===== src/rtl/ei_axi4_pkg.sv =====
// Shared AXI4 types for the slave write path: burst and response encodings and controller states.
package ei_axi4_pkg;

  typedef enum logic [1:0] {
    BurstFixed = 2'd0,
    BurstIncr  = 2'd1,
    BurstWrap  = 2'd2
  } burst_e;

  typedef enum logic [1:0] {
    RespOkay   = 2'd0,
    RespExokay = 2'd1,
    RespSlverr = 2'd2,
    RespDecerr = 2'd3
  } resp_e;

  typedef enum logic [1:0] {
    StRstWait = 2'd0,
    StIdle    = 2'd1,
    StData    = 2'd2,
    StResp    = 2'd3
  } wr_state_e;

  // Wrapping bursts must cover 2, 4, 8 or 16 beats.
  function automatic logic wrap_len_ok(input logic [7:0] len);
    return (len == 8'd1) || (len == 8'd3) || (len == 8'd7) || (len == 8'd15);
  endfunction

endpackage


===== src/rtl/ei_axi4_burst_addr_gen.sv =====
// Combinational next-word-address for an AXI4 burst, flagging illegal wrap lengths and
// the reserved burst type.
module ei_axi4_burst_addr_gen
  import ei_axi4_pkg::*;
#(
  parameter int unsigned WAW = 30
) (
  input  logic [WAW-1:0] i_addr,
  input  logic [7:0]     i_len,
  input  logic [1:0]     i_burst,
  output logic [WAW-1:0] o_addr_next,
  output logic           o_err
);

  logic [WAW-1:0] w_len_ext;
  logic [WAW-1:0] w_incr;

  assign w_len_ext = WAW'(i_len);
  assign w_incr    = i_addr + WAW'(1);

  always_comb begin
    o_addr_next = w_incr;
    o_err       = 1'b0;
    case (i_burst)
      BurstFixed: o_addr_next = i_addr;
      BurstIncr:  o_addr_next = w_incr;
      BurstWrap: begin
        // Illegal lengths still follow the wrap formula; only the response is flagged.
        o_addr_next = (i_addr & ~w_len_ext) | (w_incr & w_len_ext);
        o_err       = !wrap_len_ok(i_len);
      end
      default: begin
        o_addr_next = w_incr;
        o_err       = 1'b1;
      end
    endcase
  end

endmodule


===== src/rtl/ei_axi4_slave_wr_ctrl.sv =====
// AXI4 slave write controller: one burst in flight, AW then W then B, driving a word-wide
// memory write port.
module ei_axi4_slave_wr_ctrl
  import ei_axi4_pkg::*;
#(
  parameter int unsigned ADDR_WIDTH = 32,
  parameter int unsigned DATA_WIDTH = 32,
  parameter int unsigned ID_WIDTH   = 4,
  parameter int unsigned MEM_DEPTH  = 1024
) (
  input  logic                         aclk,
  input  logic                         aresetn,
  input  logic [ID_WIDTH-1:0]          awid,
  input  logic [ADDR_WIDTH-1:0]        awaddr,
  input  logic [7:0]                   awlen,
  input  logic [1:0]                   awburst,
  input  logic                         awvalid,
  output logic                         awready,
  input  logic [DATA_WIDTH-1:0]        wdata,
  input  logic [DATA_WIDTH/8-1:0]      wstrb,
  input  logic                         wlast,
  input  logic                         wvalid,
  output logic                         wready,
  output logic [ID_WIDTH-1:0]          bid,
  output logic [1:0]                   bresp,
  output logic                         bvalid,
  input  logic                         bready,
  output logic                         mem_we,
  output logic [$clog2(MEM_DEPTH)-1:0] mem_addr,
  output logic [DATA_WIDTH-1:0]        mem_wdata,
  output logic [DATA_WIDTH/8-1:0]      mem_wstrb
);

  localparam int unsigned MAW   = $clog2(MEM_DEPTH);
  localparam int unsigned OFS_W = $clog2(DATA_WIDTH / 8);
  localparam int unsigned WAW   = ADDR_WIDTH - OFS_W;

  wr_state_e         r_state;
  wr_state_e         w_state_next;
  logic [ID_WIDTH-1:0] r_id;
  logic [7:0]        r_len;
  logic [7:0]        r_cnt;
  logic [1:0]        r_burst;
  logic [WAW-1:0]    r_addr;
  logic              r_slverr;
  logic              r_decerr;

  logic [WAW-1:0]    w_aw_word;
  logic [WAW-1:0]    w_addr_next;
  logic              w_burst_err;
  logic              w_in_range;
  logic              w_last_beat;
  logic              w_aw_hs;
  logic              w_beat;
  resp_e             w_resp;

  ei_axi4_burst_addr_gen #(
    .WAW(WAW)
  ) u_addr_gen (
    .i_addr      (r_addr),
    .i_len       (r_len),
    .i_burst     (r_burst),
    .o_addr_next (w_addr_next),
    .o_err       (w_burst_err)
  );

  assign w_aw_word   = WAW'(awaddr >> OFS_W);
  assign w_in_range  = r_addr < WAW'(MEM_DEPTH);
  assign w_last_beat = r_cnt == r_len;
  assign w_aw_hs     = awvalid && awready;
  assign w_beat      = wvalid && wready;

  always_ff @(posedge aclk or negedge aresetn) begin
    if (!aresetn) begin
      r_state <= StRstWait;
    end else begin
      r_state <= w_state_next;
    end
  end

  always_comb begin
    w_state_next = r_state;
    unique case (r_state)
      StRstWait: w_state_next = StIdle;
      StIdle:    if (awvalid) w_state_next = StData;
      // The beat count closes the burst; wlast only feeds the error check.
      StData:    if (wvalid && w_last_beat) w_state_next = StResp;
      StResp:    if (bready) w_state_next = StIdle;
      default:   w_state_next = StRstWait;
    endcase
  end

  always_comb begin
    awready = r_state == StIdle;
    wready  = r_state == StData;
    bvalid  = r_state == StResp;
    mem_we  = (r_state == StData) && wvalid && w_in_range;
  end

  always_ff @(posedge aclk or negedge aresetn) begin
    if (!aresetn) begin
      r_id     <= '0;
      r_len    <= '0;
      r_cnt    <= '0;
      r_burst  <= '0;
      r_addr   <= '0;
      r_slverr <= 1'b0;
      r_decerr <= 1'b0;
    end else if (w_aw_hs) begin
      r_id     <= awid;
      r_len    <= awlen;
      r_cnt    <= '0;
      r_burst  <= awburst;
      r_addr   <= w_aw_word;
      r_slverr <= 1'b0;
      r_decerr <= 1'b0;
    end else if (w_beat) begin
      r_cnt  <= r_cnt + 8'd1;
      r_addr <= w_addr_next;
      if ((wlast != w_last_beat) || w_burst_err) begin
        r_slverr <= 1'b1;
      end
      if (!w_in_range) begin
        r_decerr <= 1'b1;
      end
    end
  end

  always_comb begin
    if (r_decerr) begin
      w_resp = RespDecerr;
    end else if (r_slverr) begin
      w_resp = RespSlverr;
    end else begin
      w_resp = RespOkay;
    end
  end

  assign bid       = r_id;
  assign bresp     = w_resp;
  assign mem_addr  = r_addr[MAW-1:0];
  assign mem_wdata = wdata;
  assign mem_wstrb = wstrb;

endmodule


===== config.mk =====
export PLATFORM = sky130hd
export DESIGN_NAME = ei_axi4_slave_wr_ctrl
export DESIGN_NICKNAME = d
export VERILOG_FILES = /design/src/rtl/ei_axi4_pkg.sv /design/src/rtl/ei_axi4_burst_addr_gen.sv /design/src/rtl/ei_axi4_slave_wr_ctrl.sv
export SDC_FILE = /design/constraint.sdc
export NUM_CORES = 1
export LEC_CHECK = 0
export CAP_MARGIN = 20
export CORE_MARGIN = 4
export CORE_UTILIZATION = 30
export DETAILED_ROUTE_END_ITERATION = 10
export PLACE_DENSITY_LB_ADDON = 0.12
export SETUP_SLACK_MARGIN = 0.4
export SLEW_MARGIN = 20
export SYNTH_ARGS = -nofsm -noshare
export SYNTH_HDL_FRONTEND = slang
export SYNTH_SLANG_ARGS = --single-unit

===== constraint.sdc =====
create_clock -name aclk -period 4.1 [get_ports aclk]
set_clock_uncertainty 0.15 [all_clocks]
set_input_delay 0.615 -clock aclk [delete_from_list [all_inputs] [get_ports aclk]]
set_output_delay 0.615 -clock aclk [all_outputs]
set_load 0.02 [all_outputs]

==> impl_results.md <==
* Antenna-violating nets left at 0
* FP Rows at 39
* Mux share of post-synthesis cell area at 0.00845
* Area delta synth->final at 16.5%
* Clock H-tree levels at 2
* CTS tree: yes
* Starting Density at 0.309
* CTS buffer count at 5
* Clock buffer depth at 2
* HP Class: primary input to async pin
* Setup TNS at 0 ps
* Highest-count cells in the layout ignoring fill and taps: nand2_1 (84), clkdlybuf4s50_1 (68), dfrtp_1 (56)
* Die W at roughly 120 um
* Relative slew margins at 0.404
* FMAX at 0.330 GHz
* CP Capture Type: output port
* Sequential area share after synthesis at 0.394
* Post-route minimum period at 3030 ps
* Top_reg_cell synth: dfrtp_1
* Global routing usage on met3 at 0.0288
* Drt drc at 0
* Most used routing layer: met2
* Initial DRC count at approximately 130
* Post-DR vias/cell at 4.77
* Syn Area/Cell at around 8.6 um^2
* All-Layer GR Usage at 0.131
* CTS root buf: clkbuf_16
* YS warnings at 0
* NumNets Final at around 520
* Die Ht at around 120 um
* Unrepaired setup endpoints after global routing: no
* Share of cells above drive strength 1 at 0.0610
* Post-detail-place hpwl at 6.37 mm
* Avg WL per Cell at about 15 um
* Critical Path Fanout Max at 6
* Largest family of logic cells by synthesized area: simple AND/OR/NAND/NOR gates
* CTS Hold Bufs at 0
* Ys async rst share at 1.00
* Synthesized area at ~3600 um^2
* Post-CTS setup buffers at 0
* Largest net degree at the start of global routing at 39
* First-pass GRT wire length at approximately 14 mm
* Grt ovf at 0
* Crit path DAT at roughly 2300 ps
* Worst-skew pair later-pin latency at approximately 300 ps
* DRT Pass-1 Iters at 4
* Fraction of the mapped netlist area in adder cells at 0.0211
* Simple-gate share of the synthesized area at 0.251
* Leakage power at between 1.5 and 2 nW
* Fin util at 0.360
* # Max-Cap Violations at 0
* Syn nets at 506
* I/O pin cnt at 144
* Post-synth EDFFs at 0
* Core area at ~12000 um^2
* Compound-Gate Fraction of Synth Area at 0.0792
* PortBufs at a little under 70
* Initial antenna violation count at 0
* Final Setup Violations at 0
* Fin. max-slew vios at 0
* Die area at about 14000 um^2
* Sink Count at 56
* CTS resizes at 0
* Slew of the pin with the lowest slew margin at 894 ps
* CP startpoint kind: primary input
* XOR/XNOR Fraction of Synth Area at 0.104
* Commonest non-fill, non-tap cell in the layout: nand2_1
* Grt met2 use at 0.214
* Number of antenna diodes at 0
* Met1 GRT Util at 0.181
* Vias in the first global route at roughly 2800
* Final WL at approximately 8.6 mm
* RePlAce Congestion at just over 0.8
* #FFs+latches synth at 56
* Clock slew at reported path FFs at about 80 ps
* Distinct cells, synth at 43
* Final hold viol count at 0
* CP required at around 3300 ps
* Max VDD drop at 256 uV
* Final period utilization at 0.738
* Pwr/cell area at approximately 650 nW/um^2
* Outcome: finished clean
* Crit Path Class: primary input to output port
* Synthesized instance count at a little over 400
* Routed via count at ~2700
-- cell families (layout without fill, tap and decap cells) --
group | after synthesis | after routing
AO/OA/AOI/OAI | 51 | 51
buffers and inverters | 75 | 89
flip-flops | 56 | 56
adder cells (fa/ha/maj) | 6 | 6
AND/OR/NAND/NOR | 179 | 179
XOR/XNOR | 42 | 42
multiplexers | 3 | 3
-- cell usage after synthesis, drive strengths merged, types with 3 or more instances --
cell	number	share of area
nor2	24	0.025
dfrtp	56	0.39
o21ai	29	0.041
inv	9	0.0095
and2	3	0.0056
xnor2	29	0.071
ha	6	0.021
clkbuf	15	0.024
nand4	15	0.028
nor4	15	0.036
and4	3	0.0077
mux2i	3	0.0085
xor2	13	0.032
buf	50	0.11
nand3	12	0.017
nor3	11	0.018
and3	6	0.011
a21oi	16	0.023
nand2	84	0.089
-- per-layer routing --
| layer | vias up | wire length, um | part of all wire |
|---|---|---|---|
| met5 | - | 0 | 0 |
| met4 | 0 | 48 | 0.0056 |
| met3 | 6 | 413 | 0.048 |
| met2 | 62 | 4090 | 0.48 |
| met1 | 1275 | 4050 | 0.47 |
| li1 | 1370 | - | - |
-- worst max-delay path, cell delays in order --
cell	delay, ps
clkdlybuf4s50_1	540
nand2_1	180
nor3_1	270
clkdlybuf4s50_1	650
-- layout make-up --
class	count	area [um^2]
tap	143	179
fill	1237	7380
multi-input combinational	281	1650
clock buffer	5	125
inverter	9	33.8
clock inverter	3	47.5
sequential	56	1400
timing repair buffer	72	708
-- stage by stage --
step	instances	setup WS (ps)	hold WS, ps	power, mW	cell area, um^2
finish	569	1070	289	2.68	4140
global route	569	941	371	2.91	4140
CTS	569	1030	327	2.73	4140
detailed placement	561	1030	318	2.22	3970
global placement	561	1040	307	2.20	3970
floorplan	412	1830	169	1.90	3550
-- worst paths after layout --
kind	start	to	slack, ps	cells after the start
max	wvalid	mem_we	1070	4
min	aresetn	r_addr[23]$_DFFE_PN0P_	290	1
max reg2reg	flip-flop	r_addr[19]$_DFFE_PN0P_	1770	5
min reg2reg	bid[1]$_DFFE_PN0P_	bid[1]$_DFFE_PN0P_	330	2
max in group asynchronous	aresetn	r_addr[11]$_DFFE_PN0P_	2710	2
min in group aclk	bid[1]$_DFFE_PN0P_	bid[1]$_DFFE_PN0P_	330	2
-- where the power goes --
part | internal [mW] | total (mW) | switching, mW
logic | 0.514 | 1.07 | 0.558
registers | 0.786 | 1.11 | 0.324
clock network | 0.291 | 0.501 | 0.210
total | 1.59 | 2.68 | 1.09
No activity file was read; power rests on OpenSTA's default activity.
